**src/rtl/row_programmer.sv**
```systemverilog
// row_programmer: fetches each logical row from the convertor, scans its image out MSB first, then strobes its physical address.
// Optional feature: define ROW_PROG_PARITY_EN to append an even-parity beat to every row.
module row_programmer #(
   parameter int NUM_ROWS = 46,
   parameter int ADDR_W   = 6,
   parameter int ROW_W    = 184
) (
   input  logic              clk,
   input  logic              rst,
   input  logic              start,
   output logic [ADDR_W-1:0] row_idx,
   input  logic [ROW_W-1:0]  row_data,
   input  logic [ADDR_W-1:0] row_addr_phys,
   output logic              scan_out,
   output logic              scan_valid,
   input  logic              scan_ready,
   output logic              wr_en,
   output logic [ADDR_W-1:0] wr_addr,
   output logic              busy,
   output logic              done
);
`ifdef ROW_PROG_PARITY_EN
   localparam int SR_W = ROW_W + 1;
`else
   localparam int SR_W = ROW_W;
`endif
   localparam int CW = $clog2(ROW_W + 1);

   typedef enum logic [2:0] {IDLE, FETCH, SHIFT, COMMIT, DONE} state_t;

   state_t            state;
   logic [SR_W-1:0]   sr;
   logic [SR_W-1:0]   load;
   logic [ADDR_W-1:0] addr_q;
   logic [CW-1:0]     cnt;

`ifdef ROW_PROG_PARITY_EN
   assign load = {row_data, ^row_data};
`else
   assign load = row_data;
`endif
   // Zero fill drains the register to 0 by the end of each row, so the MSB is 0 whenever idle.
   assign scan_out = sr[SR_W-1];

   always_ff @(posedge clk or posedge rst) begin
      if (rst) begin
         state      <= IDLE;
         sr         <= '0;
         addr_q     <= '0;
         cnt        <= '0;
         row_idx    <= '0;
         scan_valid <= 1'b0;
         wr_en      <= 1'b0;
         wr_addr    <= '0;
         busy       <= 1'b0;
         done       <= 1'b0;
      end else begin
         case (state)
            IDLE: if (start) begin
               state   <= FETCH;
               busy    <= 1'b1;
               row_idx <= '0;
            end
            FETCH: begin
               sr         <= load;
               addr_q     <= row_addr_phys;
               cnt        <= '0;
               scan_valid <= 1'b1;
               state      <= SHIFT;
            end
            SHIFT: if (scan_ready) begin
               sr  <= sr << 1;
               cnt <= cnt + CW'(1);
               if (cnt == CW'(SR_W - 1)) begin
                  scan_valid <= 1'b0;
                  wr_en      <= 1'b1;
                  wr_addr    <= addr_q;
                  state      <= COMMIT;
               end
            end
            COMMIT: begin
               wr_en   <= 1'b0;
               wr_addr <= '0;
               if (row_idx == ADDR_W'(NUM_ROWS - 1)) begin
                  done  <= 1'b1;
                  state <= DONE;
               end else begin
                  row_idx <= row_idx + ADDR_W'(1);
                  state   <= FETCH;
               end
            end
            DONE: begin
               done    <= 1'b0;
               busy    <= 1'b0;
               row_idx <= '0;
               state   <= IDLE;
            end
            default: state <= IDLE;
         endcase
      end
   end
endmodule
```
**config.mk**
```make
export PLATFORM = sky130hd
export DESIGN_NAME = row_programmer
export DESIGN_NICKNAME = d
export VERILOG_FILES = /design/src/rtl/row_programmer.sv
export SDC_FILE = /design/constraint.sdc
export NUM_CORES = 1
export LEC_CHECK = 0
export ABC_CLOCK_PERIOD_IN_PS = 14500
export CAP_MARGIN = 40
export CORE_UTILIZATION = 55
export CTS_CLUSTER_DIAMETER = 200
export DETAILED_ROUTE_END_ITERATION = 7
export GPL_TIMING_DRIVEN = 0
export HOLD_SLACK_MARGIN = 0.03
export PLACE_DENSITY = 0.85
export SYNTH_ARGS = -nofsm -noshare
export SYNTH_HDL_FRONTEND = slang
export SYNTH_SLANG_ARGS = --single-unit
```
**constraint.sdc**
```tcl
create_clock -name clk -period 14.5 [get_ports clk]
set_input_delay 1.45 -clock clk [delete_from_list [all_inputs] [get_ports clk]]
set_output_delay 1.45 -clock clk [all_outputs]
set_load 0.02 [all_outputs]
```
==> impl_results.html <==
<table>
<tr><th>Metric</th><th>Value</th></tr>
<tr><th colspan="2">Route</th></tr>
<tr><td>Violation count after the first detailed-route iteration</td><td>414</td></tr>
<tr><td>Sum of routed wire segments on met1</td><td>10290 um</td></tr>
<tr><td>Count of antenna-violating nets left after detailed routing</td><td>0</td></tr>
<tr><td>Sum of routed wire length over all layers</td><td>23820 um</td></tr>
<tr><td>Uppermost metal layer occupied by signal nets</td><td>met4</td></tr>
<tr><td>Pre-antenna DRT Iters</td><td>4</td></tr>
<tr><td>Total met3 wirelength after detailed routing</td><td>1230 um</td></tr>
<tr><td>DRC</td><td>0</td></tr>
<tr><td>DR WL met2</td><td>11730 um</td></tr>
<tr><td>Final routed wire length divided by cell count</td><td>16.68 um</td></tr>
<tr><td>Number of vias per cell after detailed routing</td><td>5.511</td></tr>
<tr><td>Total via count after detailed routing</td><td>7869</td></tr>
<tr><th colspan="2">Die</th></tr>
<tr><td>Die Span Y</td><td>136.2 um</td></tr>
<tr><td>Die width</td><td>136.2 um</td></tr>
<tr><td>Initial core utilization</td><td>56.84%</td></tr>
<tr><td>Number of core rows</td><td>48</td></tr>
<tr><td>Die Footprint</td><td>0.01854 sq mm</td></tr>
<tr><td>Placeable core area</td><td>0.01742 sq mm</td></tr>
<tr><td>Top-level port count</td><td>211</td></tr>
<tr><th colspan="2">Synthesis</th></tr>
<tr><td>Mapped Nets</td><td>1147</td></tr>
<tr><td>Leading area contributor after synthesis</td><td>sky130_fd_sc_hd__dfrtp_1</td></tr>
<tr><td>Total of flip-flops plus latches after synthesis</td><td>217</td></tr>
<tr><td>Fraction of the yosys area taken by sequential cells</td><td>54.85%</td></tr>
<tr><td>Netlist cell types</td><td>46</td></tr>
<tr><td>Top post-synthesis cells by area</td><td>sky130_fd_sc_hd__dfrtp_1, sky130_fd_sc_hd__mux2i_1, sky130_fd_sc_hd__o21ai_1</td></tr>
<tr><td>Post-synthesis instance area</td><td>0.009899 sq mm</td></tr>
<tr><td>Number of cells produced by synthesis</td><td>950</td></tr>
<tr><td>Per-instance average area after synthesis</td><td>10.42 sq um</td></tr>
<tr><td>Top FF cell, synth</td><td>sky130_fd_sc_hd__dfrtp_1</td></tr>
<tr><td>FFs w/ async S/R, synth</td><td>100.0%</td></tr>
<tr><td>Warning count from the yosys run</td><td>0</td></tr>
<tr><td>Most numerous cell types in the synthesized netlist</td><td>sky130_fd_sc_hd__dfrtp_1, sky130_fd_sc_hd__nand2_1, sky130_fd_sc_hd__o21ai_1</td></tr>
<tr><td>EDFF count, synth</td><td>0</td></tr>
<tr><td>Most instantiated library cell after synthesis</td><td>sky130_fd_sc_hd__dfrtp_1</td></tr>
<tr><td>Fraction of synthesized cell area taken by the top area cell type</td><td>54.85%</td></tr>
<tr><th colspan="2">STA</th></tr>
<tr><td>Fin crit share</td><td>20.96%</td></tr>
<tr><td>Relative max-transition margin</td><td>67.18%</td></tr>
<tr><td>Final Max Tran Viols</td><td>0</td></tr>
<tr><td>Actual slew at the worst max-slew pin</td><td>0.4922 ns</td></tr>
<tr><td>Min cycle time layout</td><td>3.039 ns</td></tr>
<tr><td>Final Hold Violating Endpoints</td><td>0</td></tr>
<tr><td>Aggregate negative setup slack</td><td>0 ns</td></tr>
<tr><td>Fmax achieved</td><td>0.3291 GHz</td></tr>
<tr><td>Final number of setup-violating endpoints</td><td>0</td></tr>
<tr><td>Post-Route Skew</td><td>0.01077 ns</td></tr>
<tr><td>Setup repair after global routing missed its margin</td><td>no</td></tr>
<tr><th colspan="2">CTS</th></tr>
<tr><td>Post-CTS clock slew at the launch and capture registers of the worst setup and hold paths</td><td>0.06 ns</td></tr>
<tr><td>Inserted Clock Buffers</td><td>23</td></tr>
<tr><td>Sinks on Clock Net</td><td>217</td></tr>
<tr><td>CTS H-Tree Depth</td><td>1</td></tr>
<tr><td>Buffers from clock root to sink, at most</td><td>3</td></tr>
<tr><td>Cts hold-fix bufs</td><td>0</td></tr>
<tr><td>Skew-Pair Late Insertion Delay</td><td>0.51 ns</td></tr>
<tr><td>Buffer cell driving the clock tree root</td><td>sky130_fd_sc_hd__clkbuf_16</td></tr>
<tr><td>TritonCTS clock tree</td><td>done</td></tr>
<tr><td>Buffer count from post-CTS setup fixing</td><td>0</td></tr>
<tr><td>Post-cts repair resize count</td><td>0</td></tr>
<tr><th colspan="2">Critical path</th></tr>
<tr><td>Worst setup path category</td><td>register to primary output</td></tr>
<tr><td>CP max-delay cell</td><td>sky130_fd_sc_hd__clkdlybuf4s50_1</td></tr>
<tr><td>Largest incremental delay on the critical path</td><td>0.64 ns</td></tr>
<tr><td>Startpoint class of the critical path</td><td>register</td></tr>
<tr><td>CP arrival</td><td>1.59 ns</td></tr>
<tr><td>Crit-path cells</td><td>clkdlybuf4s50_1</td></tr>
<tr><td>Crit path required time</td><td>13.05 ns</td></tr>
<tr><td>Kind of capture point of the worst setup path</td><td>primary output</td></tr>
<tr><td>Top Family by Delay on Critical Path</td><td>buffers and inverters</td></tr>
<tr><td>Number of buffer and inverter stages on the critical path</td><td>1</td></tr>
<tr><td>Maximum fanout along the worst path</td><td>7</td></tr>
<tr><th colspan="2">Cells and area</th></tr>
<tr><td>Fillcell total</td><td>1235</td></tr>
<tr><td>Seq. cell area</td><td>0.005430 sq mm</td></tr>
<tr><td>Final standard cell count with taps included and fillers excluded</td><td>1428</td></tr>
<tr><td>Area of the multi-input gates</td><td>0.004088 sq mm</td></tr>
<tr><td>Nets</td><td>1384</td></tr>
<tr><td>Fraction of layout cells with a size suffix above 1</td><td>7.149%</td></tr>
<tr><td>Area delta synth-&gt;final</td><td>32.22%</td></tr>
<tr><td>Antenna fix cells</td><td>0</td></tr>
<tr><th colspan="2">Place</th></tr>
<tr><td>Number of cells in the design after placement</td><td>1387</td></tr>
<tr><td>Sum of net half-perimeters after detailed placement</td><td>16510 um</td></tr>
<tr><td># port buffers</td><td>210</td></tr>
<tr><td>Global placement routability congestion</td><td>0.7916</td></tr>
<tr><th colspan="2">Pwr</th></tr>
<tr><td>Total net switching power</td><td>0.0003856 W</td></tr>
<tr><td>Sequential cell fraction of total power</td><td>48.3%</td></tr>
<tr><td>Sw Share</td><td>25.23%</td></tr>
<tr><td>Internal power</td><td>0.001143 W</td></tr>
<tr><td>Static Leakage</td><td>6.778 nW</td></tr>
<tr><td>Proportion of power drawn by combinational gates</td><td>13.5%</td></tr>
<tr><td>Power density normalized to cell area</td><td>116.8 mW/mm^2</td></tr>
<tr><td>Proportion of power drawn by the clock network</td><td>38.2%</td></tr>
<tr><td>Worst IR drop on VDD</td><td>0.08330 mV</td></tr>
<tr><th colspan="2">Outcome</th></tr>
<tr><td>Outcome</td><td>finished clean</td></tr>
<tr><th colspan="2">GRT</th></tr>
<tr><td>Number of global-route vias before repair</td><td>7966</td></tr>
<tr><td>Largest net degree at the start of global routing</td><td>92</td></tr>
<tr><td>Wire length of the first global-routing pass</td><td>38440 um</td></tr>
<tr><td>Total grt overflow</td><td>0</td></tr>
<tr><td>Antenna violations before repair</td><td>1</td></tr>
<tr><td>GRT Util Overall</td><td>26.17%</td></tr>
<tr><th colspan="2">Hold path</th></tr>
<tr><td>Hold/Removal Path Class</td><td>register to register</td></tr>
<tr><th colspan="2">Job</th></tr>
<tr><td>Max-cap violations</td><td>0</td></tr>
</table>
## metal layers
layer  track usage (%)  up-vias
li1                  -     3764
met1             34.45     3856
met2             43.91      199
met3             4.623       50
met4             8.333        0
met5                 0        -
## power groups by stage
stage	combinational (W)	sequential [W]	clock, W
after floorplan	0.000121	0.000733	0
after global placement	0.000196	0.000742	0
after detailed placement	0.000207	0.000746	0
after CTS	0.000210	0.000737	0.000590
after global routing	0.000233	0.000746	0.000615
final	0.000207	0.000738	0.000584
## worst min-delay path, delay by kind of cell (launching register included)
family	cells	cell delay (ns)
flip-flops	1	0.34
AND/OR/NAND/NOR	1	0.05
AO/OA/AOI/OAI	1	0.06
## flip-flops by register name, indices dropped and copies added (netlist names)
name,cells
state,3
row_idx,6
sr,184
cnt,8
addr_q,6
wr_en,1
scan_valid,1
wr_addr,6
done,1
busy,1
## cell families (layout without fill, tap and decap cells)
family	Yosys count	in the layout	share of synthesized area [%]
muxes	183	183	18.50
DFF	217	217	54.85
buffers and inverters	78	331	3.855
AOI/OAI and AO/OA	221	221	11.62
adders and majority gates	3	3	0.3792
and+or+nand+nor	242	242	10.26
xor gates and xnor gates	6	6	0.5309
## layout by cell type, fill, tap and decap left out, drive strengths merged, types with 3 or more instances in the layout
cell	n
dfrtp	217
clkdlybuf4s50	210
o21ai	201
nand2	197
mux2i	183
buf	51
clkbuf	50
inv	14
nand3	11
nor2	11
nand4	5
a21oi	5
xnor2	3
xor2	3
ha	3
clkinv	3
nor3b	3
## final cells by class
class | instances | share of cell area, %
inverter | 12 | 0.4015
timing repair buffer | 212 | 16.48
sequential | 217 | 41.49
buffer | 66 | 2.571
multi-input combinational | 655 | 31.23
clock inverter | 8 | 0.7647
tap | 225 | 2.151
clock buffer | 33 | 4.913
## final timing paths
check                           start         end  slack, ns  depth (start not counted)
setup / recovery           row_idx[0]  row_idx[0]      11.46                          1
hold / removal                 sr[71]      sr[71]       0.48                          2
setup reg to reg             state[2]      sr[60]      12.35                          6
hold reg to reg                sr[71]      sr[71]       0.48                          2
max in group asynchronous         rst     sr[174]      12.41                          3
min in group asynchronous         rst      sr[86]       1.34                          2
## through the flow
stage / hold slack, ns / utilization (%) / worst slack (ns) / total power, W / instance area (sq um)
5_1_grt: 0.5008 / 75.15 / 11.37 / 0.001595 / 13090
4_1_cts: 0.4867 / 75.15 / 11.45 / 0.001536 / 13090
6_report: 0.4805 / 75.15 / 11.46 / 0.001528 / 13090
3_3_place_gp: 0.4666 / 70.52 / 4.318 / 0.0009374 / 12280
3_5_place_dp: 0.4745 / 70.88 / 10.98 / 0.0009529 / 12350
2_1_floorplan: 0.4553 / - / 7.114 / 0.0008540 / 9899
(Power assumes the default switching activity.)
